[config.mk]
export PLATFORM = sky130hd
export DESIGN_NAME = seg_scan_mux_flat
export DESIGN_NICKNAME = d
export VERILOG_FILES = /design/src/rtl/seg_scan_mux_pkg.sv /design/src/rtl/seg_scan_mux_if.sv /design/src/rtl/seg_scan_mux_glyph.sv /design/src/rtl/seg_scan_mux.sv /design/src/flat_wrapper.sv
export SDC_FILE = /design/constraint.sdc
export NUM_CORES = 1
export LEC_CHECK = 0
export BUFFER_PORTS_ARGS = -buffer_cell sky130_fd_sc_hd__buf_2
export CAP_MARGIN = 20
export CORE_MARGIN = 2
export CORE_UTILIZATION = 50
export CTS_CLUSTER_DIAMETER = 100
export DETAILED_ROUTE_END_ITERATION = 16
export PLACE_DENSITY = 0.81
export SKIP_CTS_REPAIR_TIMING = 1
export SLEW_MARGIN = 0
export SYNTH_ARGS = -nofsm -noshare
export SYNTH_HDL_FRONTEND = slang
export SYNTH_SLANG_ARGS = --single-unit
[constraint.sdc]
create_clock -name clk -period 3.1 [get_ports clk]
set_input_delay 0.31 -clock clk [delete_from_list [all_inputs] [get_ports clk]]
set_output_delay 0.31 -clock clk [all_outputs]
set_load 0.01 [all_outputs]
[src/rtl/seg_scan_mux_pkg.sv]
// seg_pkg: scan FSM states and active-low {g,f,e,d,c,b,a} glyph constants for seg_scan_mux
package seg_pkg;
  typedef enum logic [1:0] {LOAD, DRIVE, BLANK} state_t;
  localparam logic [6:0] SEG_BLANK = 7'h7F;
  localparam logic [6:0] GLYPH [16] = '{
    7'b1000000, 7'b1111001, 7'b0100100, 7'b0110000,
    7'b0011001, 7'b0010010, 7'b0000010, 7'b1111000,
    7'b0000000, 7'b0010000, 7'b0001000, 7'b0000011,
    7'b1000110, 7'b0100001, 7'b0000110, 7'b0001110
  };
endpackage

[src/rtl/seg_scan_mux_if.sv]
// seg_scan_mux_if: datapath-side inputs and display-side outputs of the scanner
interface seg_scan_mux_if #(
  parameter int NUM_DIGITS = 4
);
  logic en;
  logic [4*NUM_DIGITS-1:0] digits;
  logic [NUM_DIGITS-1:0] dp_in;
  logic [6:0] seg;
  logic dp;
  logic [NUM_DIGITS-1:0] an;
  logic frame_start;
  modport master (output en, digits, dp_in, input seg, dp, an, frame_start);
  modport slave (input en, digits, dp_in, output seg, dp, an, frame_start);
endinterface

[src/rtl/seg_scan_mux_glyph.sv]
// seg_glyph: 4-bit code to active-low glyph; SEG_SCAN_HEX_EN shows A-F for codes 10-15,
// otherwise those codes are blank
module seg_glyph
  import seg_pkg::*;
(
  input  logic [3:0] i_code,
  output logic [6:0] o_glyph
);
`ifdef SEG_SCAN_HEX_EN
  assign o_glyph = GLYPH[i_code];
`else
  assign o_glyph = (i_code > 4'd9) ? SEG_BLANK : GLYPH[i_code];
`endif
endmodule

[src/rtl/seg_scan_mux.sv]
// seg_scan_mux: time-multiplexed common-anode seven-segment scanner with a blank cycle between digits
module seg_scan_mux
  import seg_pkg::*;
#(
  parameter int NUM_DIGITS = 4,
  parameter int CLK_DIV = 100000
) (
  input logic clk,
  input logic rst,
  seg_scan_mux_if.slave bus
);
  localparam int CW = $clog2(CLK_DIV + 1);
  localparam int IW = $clog2(NUM_DIGITS);
  localparam logic [CW-1:0] CNT_MAX = CW'(CLK_DIV - 1);
  localparam logic [IW-1:0] IDX_MAX = IW'(NUM_DIGITS - 1);
  state_t r_state;
  logic [CW-1:0] r_cnt;
  logic [IW-1:0] r_idx;
  logic [4*NUM_DIGITS-1:0] r_buf;
  logic [NUM_DIGITS-1:0] r_dp_buf;
  logic [NUM_DIGITS-1:0] r_an;
  logic [6:0] r_seg;
  logic r_dp;
  logic r_fs;
  logic [IW-1:0] w_idx_n;
  logic [3:0] w_code;
  logic [6:0] w_glyph;
  logic w_term;
  logic w_to_load;
  logic w_to_drive;
  logic w_to_blank;
  assign w_term = (r_state == DRIVE) && (r_cnt == CNT_MAX);
  // An idle LOAD (after reset or en low) has frame_start low and must first perform the real LOAD
  assign w_to_load = ((r_state == LOAD) && !r_fs) || (w_term && (r_idx == IDX_MAX));
  assign w_to_drive = ((r_state == LOAD) && r_fs) || (r_state == BLANK);
  assign w_to_blank = w_term && (r_idx != IDX_MAX);
  assign w_idx_n = (r_state == BLANK) ? r_idx + 1'b1 : r_idx;
  assign w_code = r_buf[{w_idx_n, 2'b00} +: 4];
  seg_glyph u_glyph (
    .i_code (w_code),
    .o_glyph(w_glyph)
  );
  always_ff @(posedge clk) begin
    if (rst || !bus.en) begin
      r_state <= LOAD;
      r_idx <= '0;
      r_cnt <= '0;
      r_an <= '1;
      r_seg <= SEG_BLANK;
      r_dp <= 1'b1;
      r_fs <= 1'b0;
      if (rst) begin
        r_buf <= '0;
        r_dp_buf <= '0;
      end
    end else begin
      r_fs <= w_to_load;
      if (w_to_load) begin
        r_state <= LOAD;
        r_idx <= '0;
        r_buf <= bus.digits;
        r_dp_buf <= bus.dp_in;
      end
      if (w_to_blank) r_state <= BLANK;
      if (w_to_load || w_to_blank) begin
        r_an <= '1;
        r_seg <= SEG_BLANK;
        r_dp <= 1'b1;
      end
      if (w_to_drive) begin
        r_state <= DRIVE;
        r_idx <= w_idx_n;
        r_cnt <= '0;
        r_an <= ~(NUM_DIGITS'(1) << w_idx_n);
        r_seg <= w_glyph;
        r_dp <= ~r_dp_buf[w_idx_n];
      end else if (r_state == DRIVE) begin
        r_cnt <= r_cnt + 1'b1;
      end
    end
  end
  assign bus.an = r_an;
  assign bus.seg = r_seg;
  assign bus.dp = r_dp;
  assign bus.frame_start = r_fs;
endmodule
[src/flat_wrapper.sv]
// flat-port wrapper written by rule: the top's interface ports become plain ports
module seg_scan_mux_flat import seg_pkg::*;
#(
  parameter int NUM_DIGITS = 4,
  parameter int CLK_DIV = 100000
)
  (clk, rst, bus_en, bus_digits, bus_dp_in, bus_seg, bus_dp, bus_an, bus_frame_start);
  seg_scan_mux_if #(.NUM_DIGITS(NUM_DIGITS)) bus_i ();
  input logic clk;
  input logic rst;
  input wire logic [$bits(bus_i.en)-1:0] bus_en;
  input wire logic [$bits(bus_i.digits)-1:0] bus_digits;
  input wire logic [$bits(bus_i.dp_in)-1:0] bus_dp_in;
  output wire logic [$bits(bus_i.seg)-1:0] bus_seg;
  output wire logic [$bits(bus_i.dp)-1:0] bus_dp;
  output wire logic [$bits(bus_i.an)-1:0] bus_an;
  output wire logic [$bits(bus_i.frame_start)-1:0] bus_frame_start;
  assign bus_i.en = bus_en;
  assign bus_i.digits = bus_digits;
  assign bus_i.dp_in = bus_dp_in;
  assign bus_seg = bus_i.seg;
  assign bus_dp = bus_i.dp;
  assign bus_an = bus_i.an;
  assign bus_frame_start = bus_i.frame_start;
  seg_scan_mux #(.NUM_DIGITS(NUM_DIGITS), .CLK_DIV(CLK_DIV)) u_core (.clk(clk), .rst(rst), .bus(bus_i));
endmodule
==> impl.org <==
** Outcome
- Result of the run :: complete, no violations

** Floorplanning
- In this run the core area contains 25 standard-cell rows.
- Die Area :: 5500 sq um
- Height of the die :: 74.16 microns
- Core outline area :: 4723 sq um
- Die span in x :: 74.16 microns
- 36 I/O pins were placed.
- The initial utilization of the core area, before any placement, comes to 52.11%.

** Timing
- The final hold violation count came to 0.
- Worst hold-check slack :: 0.2621 ns
- Setup repair after global routing left no endpoint under its margin.
- After layout, the worst setup slack is 0.6787 ns.
- For this run, the top clock speed supported by timing is 413.0 MHz.
- Setup violations remaining at the end of the flow were counted as 0.
- After routing, the total negative slack on setup checks comes to 0 ns.
- Between clock sinks in the finished design, the worst skew comes to 0.01439 ns.
- Tightest Pin Transition :: 0.5952 ns
- After layout, the worst path uses 78.11% of the clock period.
- The worst pin sits at a relative slew slack of 60.24%.
- Tmin final :: 2.421 ns
- The final-report max-slew violation count came to 0.

** Finish
- Register area :: 1281 sq um
- The filler cells instantiated in the layout total 410.
- Final antenna diode count :: 0
- Layout cells sized above 1 :: 20.88%
- At the end of the flow, the number of nets in the layout was 301.
- Area taken by multi-input logic gates :: 1134 sq um
- Layout Area Growth over Synthesis :: 13.62%

** Place
- The congestion estimate from routability-driven global placement came to 0.8896.
- Input and output buffers added on the ports amount to 35.
- Place WS :: 0.6906 ns
- Half-perimeter wire length after detailed placement :: 3288 microns

** Yosys
- The synthesized netlist occupies a cell area of 2461 sq um.
- Number of synthesized flops with an enable pin :: 20
- After synthesis, the mean cell area works out to 10.43 sq um.
- Synth warn :: 0
- Syn nets :: 265
- Register bit count reported by yosys :: 54
- Most instantiated flip-flop cell in the synthesis netlist :: sky130_fd_sc_hd__dfxtp_1
- In this run, distinct cell masters in the synthesized netlist total 40.
- Proportion of synthesized chip area in sequential cells :: 52.06%
- Counting every instance in the synthesized netlist gives 236.
- For this run, asynchronously set or reset flops after synthesis account for 0%.

** Clock tree
- Counting the buffers created by CTS gives 5.
- CTS tree :: built
- H-tree lvl count :: 2
- The clock reaches the later pin of the worst-skew pair after 0.31 ns.
- Clock transition at the registers of the reported paths :: 0.11 ns
- CTS placed an instance of sky130_fd_sc_hd__clkbuf_8 at the clock tree root.
- CTS saw 54 sinks.
- Maximum clock insertion buffer count :: 2

** Drt
- Dividing the detail-routed wire length by the instance count gives 13.28 microns.
- For this run, the detailed router's first-pass iteration total came to 4.
- Overall routed net length :: 4515 microns
- DR vias/cell :: 5.271
- The detailed router placed 1792 vias in this run.
- Number of remaining DRC errors :: 0
- After the first detailed-routing iteration, the DRC count stood at 131.
- Once detail routing completed, the nets flagged for antenna violations numbered 0.

** Setup path
- Worst setup SP type :: flop
- Family with the most delay on the worst path :: multiplexers
- Worst endpoint required time :: 3.26 ns
- Data arrives at the worst endpoint at 2.58 ns.
- Buffers and inverters on the worst path :: 0
- The critical path is of the reg2reg type.
- Biggest fanout along the worst timing path :: 9
- Category of the worst setup path capture point :: flop
- Highest-delay cell along the critical path :: sky130_fd_sc_hd__mux4_2
- Peak per-stage delay on the critical path :: 0.67 ns
- Walking the worst path, the cells encountered are nor2b_4 -> xnor2_2 -> mux4_2 -> ha_1 -> nor3b_1 -> o21a_1 -> o21ai_0.

** Global route
- The number of global-route vias before repair is 1731.
- Global-route total usage across every layer :: 17.63%
- Total global routing overflow :: 0
- The initial antenna violation count was 0.
- Pin count of the biggest net entering global routing :: 22
- The first global-routing pass estimated 7355 microns of wire.

** Power and ir drop
- Power spread over the standard cell area amounts to 452.2 nW/um^2.
- Static leakage :: 1.010 nW
- Largest vdd supply drop :: 0.2528 mV

** Worst hold path
- The worst hold path belongs to the class in2reg.

** Run
- Max-cap check violation count :: 0
## placed cells by master, fill, tap and decap left out, types with 6 or more instances in the layout
cell type,synthesis,final
sky130_fd_sc_hd__buf_2,1,35
sky130_fd_sc_hd__a21oi_1,8,8
sky130_fd_sc_hd__nand3_1,6,6
sky130_fd_sc_hd__nand2_1,17,17
sky130_fd_sc_hd__dfxtp_1,34,34
sky130_fd_sc_hd__ha_1,6,6
sky130_fd_sc_hd__nand4_1,6,6
sky130_fd_sc_hd__edfxtp_1,20,20
sky130_fd_sc_hd__nor3_1,9,9
sky130_fd_sc_hd__and2_1,21,21
sky130_fd_sc_hd__o21ai_0,10,10
sky130_fd_sc_hd__xnor2_1,6,6
sky130_fd_sc_hd__xor2_1,11,11
sky130_fd_sc_hd__nor2_1,25,25
## layer usage
metal  track usage (%)  part of all wire (%)  vias to the layer above
li1                  -                     -                      899
met1             21.82                    45                      838
met2             28.47                    48                       45
met3             4.336                   4.9                       10
met4             9.495                   1.7                        0
met5                 0                     0                        -
## area by class of cell
cell class | count | share of cell area (%)
clock buffers | 5 | 2.461
clock inverters | 3 | 0.8501
inverters | 4 | 0.5369
multi-input cells | 170 | 40.54
flip-flops and latches | 54 | 45.82
well taps | 67 | 2.998
repair buffers | 37 | 6.801
## cell usage after synthesis (2+ instances only)
library cell               number  share of area, %
sky130_fd_sc_hd__and2_1        21               5.3
sky130_fd_sc_hd__mux4_2         5               4.6
sky130_fd_sc_hd__nand2b_1       5               1.3
sky130_fd_sc_hd__and4_1         3               1.1
sky130_fd_sc_hd__ha_1           6               3.1
sky130_fd_sc_hd__clkbuf_1       7               1.1
sky130_fd_sc_hd__o22ai_1        5               1.3
sky130_fd_sc_hd__xor2_1        11               3.9
sky130_fd_sc_hd__or2_2          2              0.51
sky130_fd_sc_hd__o21ai_0       10               2.0
sky130_fd_sc_hd__xnor2_1        6               2.1
sky130_fd_sc_hd__dfxtp_1       34                28
sky130_fd_sc_hd__nor4_1         4               1.0
sky130_fd_sc_hd__or3_1          2              0.51
sky130_fd_sc_hd__nor2_1        25               3.8
sky130_fd_sc_hd__nand2_1       17               2.6
sky130_fd_sc_hd__a21oi_1        8               1.6
sky130_fd_sc_hd__nor2b_1        3              0.76
sky130_fd_sc_hd__nor3_1         9               1.8
sky130_fd_sc_hd__nand3_1        6               1.2
sky130_fd_sc_hd__nand4_1        6               1.5
sky130_fd_sc_hd__a31oi_1        2              0.51
sky130_fd_sc_hd__inv_1          3              0.46
sky130_fd_sc_hd__edfxtp_1      20                24
## stage by stage
step	util [%]	total power, mW	instances	instance area (sq um)
detailed placement	57.25	0.8821	332	2704
global placement	57.25	0.8779	332	2704
finish	59.21	1.264	340	2796
global route	59.21	1.312	340	2796
floorplan	-	0.8483	236	2461
CTS	59.21	1.271	340	2796
## logic make-up (layout without fill, tap and decap cells)
logic type	after synthesis	after routing	share of synthesized area (%)
muxes	7	7	5.440
adders and majority gates	6	6	3.050
xor gates and xnor gates	18	18	6.711
AOI/OAI and AO/OA	30	30	7.169
and+or+nand+nor	109	109	23.69
buffers and inverters	12	49	1.881
DFF	54	54	52.06
## where the power goes
part           total, mW  internal [mW]  switching, mW
clock              0.398          0.162          0.236
combinational     0.0961         0.0419         0.0543
sequential         0.770          0.760        0.00988
## state kept, by name (all words and copies together) (netlist names)
name and count:
u_core.bus.an 4, u_core.bus.dp 1, u_core.bus.frame_start 1, u_core.bus.seg 7
u_core.r_buf 16, u_core.r_cnt 17, u_core.r_dp_buf 4, u_core.r_idx 2
u_core.r_state 2
## path summary, 6_finish.rpt
check	startpoint	end	slack [ns]	cells after the start
setup reg to reg	u_core.r_state[0]	u_core.bus.seg[4]	0.68	7
hold / removal	bus_digits[7]	u_core.r_buf[7]	0.26	2
hold reg to reg	u_core.bus.an[0]	u_core.bus.an[0]	0.50	2
setup / recovery	u_core.r_state[0]	u_core.bus.seg[4]	0.68	7
## worst reg2reg max path, delay by kind of cell (launching register included)
family | cells | cell delay [ns]
adder cells (fa/ha/maj) | 1 | 0.24
AND/OR/NAND/NOR | 2 | 0.32
XOR/XNOR | 1 | 0.35
AO/OA/AOI/OAI | 2 | 0.20
multiplexers | 1 | 0.67
flip-flops | 1 | 0.51
(Power assumes the default switching activity.)
